===== config.mk =====
export PLATFORM = sky130hd
export DESIGN_NAME = plru_way_select
export DESIGN_NICKNAME = d
export VERILOG_FILES = /design/src/rtl/plru_way_select.sv
export SDC_FILE = /design/constraint.sdc
export NUM_CORES = 1
export LEC_CHECK = 0
export CAP_MARGIN = 20
export CORE_AREA = 2 2 163 165
export DETAILED_ROUTE_END_ITERATION = 7
export DIE_AREA = 0 0 165 167
export GPL_TIMING_DRIVEN = 1
export PLACE_DENSITY = 0.66
export SLEW_MARGIN = 20
export SYNTH_ARGS = -nofsm -noshare
export SYNTH_HDL_FRONTEND = slang
export SYNTH_SLANG_ARGS = --single-unit

===== constraint.sdc =====
create_clock -name clk -period 2.9 [get_ports clk]
set_input_delay 0.725 -clock clk [delete_from_list [all_inputs] [get_ports clk]]
set_output_delay 0.725 -clock clk [all_outputs]
set_load 0.005 [all_outputs]

===== src/rtl/plru_way_select.sv =====
// plru_way_select: per-set tree-PLRU and valid tracking with a registered 8-way victim lookup.
module plru_way_select #(
    parameter int SET_BITS = 4
) (
    input  logic                clk,
    input  logic                rst_n,
    input  logic                req_valid,
    input  logic [SET_BITS-1:0] req_set,
    output logic                victim_valid,
    output logic [2:0]          victim_way,
    output logic                victim_free,
    input  logic                touch_valid,
    input  logic                touch_fill,
    input  logic [SET_BITS-1:0] touch_set,
    input  logic [2:0]          touch_way,
    input  logic                inval_valid,
    input  logic [SET_BITS-1:0] inval_set,
    input  logic [2:0]          inval_way,
    input  logic                flush
);
    localparam int SETS = 2 ** SET_BITS;

    logic [6:0] plru  [SETS];
    logic [7:0] valid [SETS];
    logic [6:0] req_plru;
    logic [7:0] req_valid_bits;
    logic [3:0] leaf;
    logic [2:0] walk_way;
    logic [2:0] free_way;
    logic       any_free;
    logic [6:0] touch_next;

    assign req_plru       = plru[req_set];
    assign req_valid_bits = valid[req_set];
    assign leaf           = req_plru[6:3];

    always_comb begin
        walk_way[2] = req_plru[0];
        walk_way[1] = walk_way[2] ? req_plru[2] : req_plru[1];
        walk_way[0] = leaf[walk_way[2:1]];
    end

    // Scan downwards so the lowest-index invalid way is the last one kept.
    always_comb begin
        free_way = 3'd0;
        any_free = 1'b0;
        for (int i = 7; i >= 0; i--) begin
            if (!req_valid_bits[i]) begin
                free_way = 3'(i);
                any_free = 1'b1;
            end
        end
    end

    always_comb begin
        touch_next = plru[touch_set];
        touch_next[0] = ~touch_way[2];
        if (touch_way[2])
            touch_next[2] = ~touch_way[1];
        else
            touch_next[1] = ~touch_way[1];
        touch_next[3'd3 + 3'(touch_way[2:1])] = ~touch_way[0];
    end

    // The invalidate is written after the fill so it wins on a same-way collision.
    always_ff @(posedge clk or negedge rst_n) begin
        if (!rst_n) begin
            for (int s = 0; s < SETS; s++) begin
                plru[s]  <= '0;
                valid[s] <= '0;
            end
            victim_valid <= 1'b0;
            victim_way   <= 3'd0;
            victim_free  <= 1'b0;
        end else begin
            victim_valid <= req_valid;
            if (req_valid) begin
                victim_way  <= any_free ? free_way : walk_way;
                victim_free <= any_free;
            end
            if (flush) begin
                for (int s = 0; s < SETS; s++) begin
                    plru[s]  <= '0;
                    valid[s] <= '0;
                end
            end else begin
                if (touch_valid) begin
                    plru[touch_set] <= touch_next;
                    if (touch_fill)
                        valid[touch_set][touch_way] <= 1'b1;
                end
                if (inval_valid)
                    valid[inval_set][inval_way] <= 1'b0;
            end
        end
    end
endmodule


* Yosys cells after proc, flatten, opt, wreduce, memory -nomap -nowiden
Cells that the tools add are included.
Storage, ports and cells: flip-flop bits (word level) 245, word-level logic and storage cells 115
Cells by class: $add $sub $neg 1, order comparisons 12, muxes and demuxes 52, bitwise operators 9, reductions and logical operators 6
Operator list (count):
- 2-to-1 mux 128 bit | 5
- 2-to-1 mux 112 bit | 2
- AND 128 bit | 1
- NOT 128 bit | 1
- bitwise OR 128 bit | 1
- bitwise mux 112 bit | 1
- demux 8 bit (select 4 bit) | 2
- binary-select mux 7 bit (select 4 bit) | 2
- 2-to-1 mux 7 bit | 5
- binary-select mux 8 bit (select 4 bit) | 1
- 2-to-1 mux 8 bit | 4
- demux 7 bit (select 4 bit) | 1
- 2-to-1 mux 3 bit | 9
- >= comparator 5 bit (second input constant) | 3
- 2-to-1 mux 1 bit | 15
- NOT 4 -> 5 bit | 3
- less-than comparator 3 x 4 -> 1 bit (second input constant) | 3
- less-than comparator 5 x 1 -> 1 bit (second input constant) | 2
- demux 1 bit (select 3 bit) | 3
- >= comparator 3 x 1 -> 1 bit (second input constant) | 3
- bitwise mux 7 bit | 1
- logical AND 1 bit | 5
- adder 2 x 2 -> 3 bit (first input constant) | 1
- less-than comparator 2 x 3 -> 1 bit (second input constant) | 1
- other kinds (3) | 5

* Longest topological paths before layout
Gate-level depths: netlist of run 1.
depth after elaboration 13, gate-level depth with buffers 10

* Worst setup path before layout of run 1
Ideal clock, no wire load.
path type input to register, start in touch_set[0], end reg plru[73] (netlist bit), arrival 2.652 ns, setup slack 0.106 ns, stages on the path 6, path buffers 2, cells stage by stage buf_1 mux4_2 mux4_2 mux2i_2 buf_2 a211oi_1
Between the ends: cells in the longest elaborated chain, start to end 8, elaborated cells on any way between the ends 13, those cells by class 2 x order compare; 9 x mux; 1 x bitwise; 1 x reduce/logical
RTL lines:
- start: declaration | RTL line 14 | input logic [SET_BITS-1:0] touch_set,
- NOT 4 -> 5 bit (implied by the code) (*) | RTL line 56, 88
- >= comparator 5 bit (implied by the code) (tied with other cells) | RTL line 88 | plru[touch_set] <= touch_next;
- logical AND 1 bit (implied by the code) or 2-to-1 mux 7 bit (tied branches) | RTL line 88, 56
- 2-to-1 mux 7 bit, on equally long branches | RTL line 88, 56
- demux 7 bit (select 4 bit) or bitwise mux 7 bit (tied branches) | RTL line 88, 62
- bitwise mux 112 bit (*) | RTL line 88
- 2-to-1 mux 112 bit (*) | RTL line 87 | if (touch_valid) begin
- 2-to-1 mux 112 bit (*) | RTL line 81 | if (flush) begin
- end signal: indexed assignment | RTL line 88
- end: declaration | RTL line 23 | logic [6:0] plru [SETS];
Mark *: on every way between the ends. The rest lies on a longest branch, timed or not. The select of a mux whose other input is x is not followed. A chain may end at the register's enable or synchronous reset.

* Final worst setup path of run 1
start in touch_set[1], end reg plru[64] (netlist bit)
Between the ends: cells in the longest elaborated chain, start to end 9, elaborated cells on any way between the ends 14, those cells by class 2 x order compare; 10 x mux; 1 x bitwise; 1 x reduce/logical
RTL lines:
- NOT 4 -> 5 bit (implied by the code) (*) | RTL line 56, 88
- binary-select mux 7 bit (select 4 bit) | RTL line 56 | touch_next = plru[touch_set];
- 2-to-1 mux 7 bit (implied by the code) (2 in a row) | RTL line 56
- 2-to-1 mux 1 bit | RTL line 58 | if (touch_way[2])
- bitwise mux 7 bit | RTL line 62 | touch_next[3'd3 + 3'(touch_way[2:1])] = ~touch_way[0];
- bitwise mux 112 bit (*) | RTL line 88
- 2-to-1 mux 112 bit (*) | RTL line 87
- 2-to-1 mux 112 bit (*) | RTL line 81
Marks and branches as above.

==> metrics, run 1 <==
starting density of the core between 40% and 50%; Die X about 170 um; crit-path leading delay family compound AO/OA/AOI/OAI gates; Setup Buffers After CTS 0; Critical path buffers and inverters 2; overall via count from detail_route roughly 10k; Num CTS Buffers 28; via/cell ratio 6.634; IO buf count 29; number of max-cap violations 0; Post-Synthesis Net Count 1,162; initial DRC count 851; CP peak stage delay 0.80 ns; first-pass GRT wire length roughly 61 mm; vias in the first global route 10.07k; final slew viol count 0; Post-Syn Area 12,790 um^2; final-report hold violation count 0; f_max 376.7 MHz; layout cell share with drive strength beyond 1 23.88%; Clk Latency, worst-skew pair 0.57 ns; Mapped Cells between 1k and 1.5k; diode count 0; area of the core 25,760 um^2; Post-DRT Antenna Nets 0; Worst Max-Slew Pin Slew 1.107 ns; RSZ-0062 raised after global routing no; die height about 170 um; worst reg2reg endpoint plru[64]$_DFFE_PN0P_; Overall Power 8.219 mW; CTS max path bufs 3; pwr dens around 540 nW/um^2; synth-to-layout area growth 19.81%; total grt overflow 0; outcome completed; hold_buf cts 0; synthesized flop and latch total 245; Worst-path clk slew 0.06 ns; critical path required time 3.37 ns; crit-path max FO 20; Min-Delay Path Class input pin to asynchronous set/reset pin; Root Buffer clkbuf_16; Final Wtd Congestion between 0.8 and 0.9; Max-slew headroom 25.65%; row count 59; worst vdd ir 0.0006738 V; Final min period 2.655 ns; Crit Path Class input pin to flop; WP data arrival 3.12 ns; Routed WL 38.75 mm; largest net degree at the start of global routing 72; Pre-antenna DRT Iters 5; leak pwr 6.068 nW; post_cts resized 0; Setup WS post-layout 0.2454 ns; Ys Warns 0; Die ar. 27,560 um^2; dpl ws -0.2618 ns; H-tree Lvls 1; fillcell total 2,066; nets@finish 1,215; num ports 30; crit path launch touch_set[1]; Post-Route Utilization 59.47%; synth unique cells 47; critical path's slowest cell a211oi_2; crit-path cells clkdlybuf4s50_1 > buf_12 > mux4_2 > mux4_2 > a21oi_1 > a211oi_2 > mux2i_1 > nor2_1; gr usage total 29.05%; RR Startpoint plru[50]$_DFFE_PN0P_; antenna violations before repair 0; post-DP HPWL between 20 and 30 mm; register area share after synthesis a little under half; CTS sink cnt roughly 250; crit-path most repeated cell mux4_2; CP Launch Type input pin; CTS tree done; crit share post-route 91.54%; cells on worst reg2reg path 6; final setup violation count 0; Post-synth EDFFs 0; Final Skew ~0.022 ns; share of flip-flops with an asynchronous set or reset 100.0%; drt wl/cell 25.21 um; number of remaining DRC errors 0; R2R Setup Slk 0.72 ns; ys flop type dfrtp_1; type of element capturing the critical path flop; Syn Area/Cell 11.33 um^2
cell usage in the layout, fill, tap and decap left out, drive strengths merged, types with 3 or more instances in the layout:
master         count
and3               5
a211oi           203
nand3              4
o21ai              4
a21oi            132
inv                7
clkinv             5
mux2i             44
a22oi             13
bufinv             7
clkbuf            36
and2               6
a311oi             4
nor2             151
ha                 8
nor2b              9
nand2b             7
mux4              88
nand2             27
dfrtp            245
clkdlybuf4s50     23
mux2               4
a221oi             4
buf              119
a22o               3
nor3              20
worst max path at each step:
stage	endpoint	slack, ns	depth (start not counted)
2_1_floorplan	plru[73]$_DFFE_PN0P_	0.11	6
3_3_place_gp	plru[64]$_DFFE_PN0P_	-0.21	8
3_5_place_dp	plru[64]$_DFFE_PN0P_	-0.26	8
4_1_cts	plru[64]$_DFFE_PN0P_	0.26	8
5_1_grt	plru[64]$_DFFE_PN0P_	0.1	8
6_report	plru[64]$_DFFE_PN0P_	0.25	8
routing by layer:
metal	GRT usage (%)	part of all wire [%]	vias to the layer above
met5	0	0	-
li1	-	-	4412
met2	46.12	48	473
met4	10.09	3.8	0
met3	4.159	6.7	87
met1	41.08	41	5224
cell usage after synthesis (3+ instances only):
cell	count	area [um^2]
nor2_1	151	566.8
a21oi_1	132	660.6
ha_1	8	100.1
nor2b_1	9	56.30
buf_4	7	52.55
buf_1	7	26.28
clkbuf_1	90	337.8
and3_1	5	31.28
nor3_1	20	100.1
a22oi_1	13	97.59
nand2_1	27	101.4
mux2i_1	40	400.4
a22o_1	3	26.28
buf_2	15	75.07
mux2_2	4	45.04
mux4_2	88	1982
a221oi_1	4	35.03
nand2b_1	7	43.79
a211oi_1	202	1516
mux2i_2	3	41.29
and2_1	6	37.54
inv_1	6	22.52
a311oi_1	4	35.03
nand3_1	4	20.02
o21ai_0	4	20.02
dfrtp_1	245	6131
logic make-up after synthesis:
kind of cell	count (synthesis)	share of synthesized area (%)
and+or+nand+nor	236	7.887
buffers and inverters	126	4.051
muxes	136	19.48
adders and majority gates	8	0.7828
AOI/OAI and AO/OA	378	19.85
DFF	245	47.95
worst register-to-register path, stage by stage (launching register included):
cell,delay [ns]
dfrtp_1,0.40
mux4_2,0.24
mux4_2,0.22
a21oi_1,0.05
a211oi_2,0.80
mux2i_1,0.21
nor2_1,0.18
power breakdown:
part           switching (mW)  internal (mW)  total (mW)
Sequential             0.0239           3.45        3.47
Clock                    1.48           2.52        4.00
Combinational           0.465          0.285       0.750
Total                    1.97           6.25        8.22
sequential cells by signal (all words and copies together) (netlist names):
name / flops
valid: 128
victim_free: 1
victim_way: 3
plru: 112
victim_valid: 1
final cells by class:
| class | instances | area [um^2] | area share (%) |
|---|---|---|---|
| clock buffer | 36 | 780.7 | 5.096 |
| sequential | 245 | 6131 | 40.02 |
| timing repair buffer | 142 | 1503 | 9.808 |
| tap | 335 | 419.2 | 2.736 |
| clock inverter | 14 | 265.3 | 1.731 |
| inverter | 7 | 26.28 | 0.1715 |
| multi-input combinational | 758 | 6196 | 40.44 |
through the flow:
step           cells  TNS, ns  instance area (um^2)  hold slack [ns]
4_1_cts         1537        0                 15320           0.1285
5_1_grt         1537        0                 15320           0.1507
2_1_floorplan   1129        0                 12790           0.4294
6_report        1537        0                 15320           0.1228
3_3_place_gp    1487   -7.263                 14270           0.4995
3_5_place_dp    1487   -7.576                 14270           0.5102
No activity file was read; power rests on OpenSTA's default activity.
==> run 2, diff against run 1 <==
--- a/config.mk
+++ b/config.mk
@@ -11,7 +11,6 @@
 export DIE_AREA = 0 0 165 167
 export GPL_TIMING_DRIVEN = 1
 export PLACE_DENSITY = 0.66
-export SLEW_MARGIN = 20
 export SYNTH_ARGS = -nofsm -noshare
 export SYNTH_HDL_FRONTEND = slang
 export SYNTH_SLANG_ARGS = --single-unit
==> run 2 against run 1 <==
Effect of this change:
- clock skew down 0.013 ns
- design area is 0.21% lower
- clock power fell by 4%
- power shrank 2.0%
- via count decreased by 0.96%
- worst setup slack worse by 0.018 ns
- critical path depth stayed put
- register-to-register slack worse by 0.02 ns
- critical path type unchanged
- critical endpoint is now plru[29]$_DFFE_PN0P_
==> metrics, run 2 (synthesis results as in run 1) <==
outcome completed; crit share post-route 92.15% (+0.61 points); Setup Buffers After CTS 0 (unchanged); Final Skew 0.008141 ns (-0.01336 ns); starting density of the core 49.63% (unchanged); Pre-antenna DRT Iters 5 (unchanged); WP data arrival 3.14 ns (+0.02 ns); pwr dens 526.7 nW/um^2 (-1.8%); number of max-cap violations 0 (unchanged); initial DRC count 1,018 (+20%); Max-slew headroom 29.56% (+3.9 points); Final Wtd Congestion 0.8701 (unchanged); Die X 165 um (unchanged); Routed WL 38.74 mm (about the same); IO buf count 29 (unchanged); antenna violations before repair 0 (unchanged); Crit Path Class input pin to flop; leak pwr 6.072 nW (about the same); Clk Latency, worst-skew pair 0.54 ns (-0.03 ns); met3 Use GR 3.686% (-0.47 points); f_max 374.2 MHz (-0.66%); GR Util met1 41.77% (+0.69 points); drt wl/cell 25.14 um (-0.29%); top flop regs valid (128), plru (112), victim_way (3); CTS tree done; post-DP HPWL 25.95 mm (about the same); first-pass GRT wire length 61.34 mm (+0.12%); met2 GRT Util 46.49% (+0.36 points); layout cell share with drive strength beyond 1 23.63% (-0.25 points); gr usage total 29.05% (unchanged); Min-Delay Path Class input pin to asynchronous set/reset pin; crit-path max FO 20 (unchanged); Num CTS Buffers 27 (-3.6%); synth-to-layout area growth 19.56%; Die ar. 27,560 um^2 (unchanged); Cells after DPL 1,488 (+0.067%); total grt overflow 0 (unchanged); die height 167 um (unchanged); RSZ-0062 raised after global routing no; nets@finish 1,218 (+0.25%); H-tree Lvls 1 (unchanged); Most flops, register valid; final setup violation count 0 (unchanged); Overall Power 8.053 mW (-2.0%); post_cts resized 0 (unchanged); overall via count from detail_route 10.10k (-0.96%); Final min period 2.672 ns (+0.01776 ns); hold_buf cts 0 (unchanged); largest net degree at the start of global routing 72 (unchanged); commonest non-fill, non-tap cell in the layout dfrtp_1; via/cell ratio 6.553 (-1.2%); Post-DRT Antenna Nets 0 (unchanged); area of the core 25,760 um^2 (unchanged); worst vdd ir 0.0005829 V (-13%); critical path required time 3.37 ns (about the same); CTS max path bufs 3 (unchanged); diode count 0 (unchanged); row count 59 (unchanged); max FFs per register 128 (unchanged); cells on worst reg2reg path 6 (unchanged); CTS sink cnt 245 (unchanged); GRT Max-Usage Layer met2; final-report hold violation count 0 (unchanged); final slew viol count 0 (unchanged); Worst Max-Slew Pin Slew 1.055 ns (-0.05217 ns); num ports 30 (unchanged); type of element capturing the critical path flop; most frequent cells in the layout dfrtp_1 (245), a211oi_1 (202), nor2_1 (139); Worst-path clk slew 0.07 ns (about the same); number of remaining DRC errors 0 (unchanged); Root Buffer clkbuf_16; vias in the first global route 10.09k (+0.12%); post-route insts no fill 1,541 (+0.26%); CP Launch Type input pin
run 2: final cells by class:
class,instances,area (um^2)
Clock buffer,39,780.7
Clock inverter,11,209.0
Fill cell,2086,10480
Inverter,7,26.28
Multi-Input combinational cell,758,6188
Sequential cell,245,6131
Tap cell,335,419.2
Timing Repair Buffer,146,1534
run 2: layer usage:
metal  routed length [um]  vias up
met4                 1084        0
met2                18910      446
met3                 2549       64
met5                    0        -
li1                     -     4434
met1                16200     5154
run 2: power breakdown:
part / total (mW) / internal, mW / switching, mW
Clock: 3.83 / 2.40 / 1.43
Sequential: 3.47 / 3.45 / 0.0237
Combinational: 0.750 / 0.286 / 0.464
run 2: worst paths after layout:
check | startpoint | end | slack [ns]
worst max-delay path | touch_set[1] | plru[29]$_DFFE_PN0P_ | 0.23
worst min-delay path | rst_n | plru[88]$_DFFE_PN0P_ | 0.11
worst max register to register | plru[57]$_DFFE_PN0P_ | plru[29]$_DFFE_PN0P_ | 0.70
worst min register to register | plru[42]$_DFFE_PN0P_ | plru[42]$_DFFE_PN0P_ | 0.52
max in group asynchronous | rst_n | valid[29]$_DFF_PN0_ | 2.08
min in group clk | plru[42]$_DFFE_PN0P_ | plru[42]$_DFFE_PN0P_ | 0.52
run 2: metrics by stage:
| step | utilization, % | hold slack [ns] | setup TNS [ns] | setup WS [ns] | area (um^2) |
|---|---|---|---|---|---|
| after floorplan | - | 0.4294 | 0 | 0.1063 | 12790 |
| after global placement | 55.38 | 0.4995 | -7.263 | -0.2125 | 14270 |
| after detailed placement | 55.42 | 0.5102 | -8.126 | -0.2784 | 14280 |
| after CTS | 59.26 | 0.1254 | 0 | 0.2863 | 15270 |
| after global routing | 59.34 | 0.1482 | 0 | 0.1250 | 15290 |
| final | 59.34 | 0.1133 | 0 | 0.2276 | 15290 |
run 2: critical path, cell delays in order:
cell	delay [ns]
clkdlybuf4s50_1	0.51
buf_12	0.20
mux4_2	0.20
mux4_2	0.22
a21oi_1	0.05
a211oi_2	0.87
mux2i_1	0.20
nor2_1	0.15
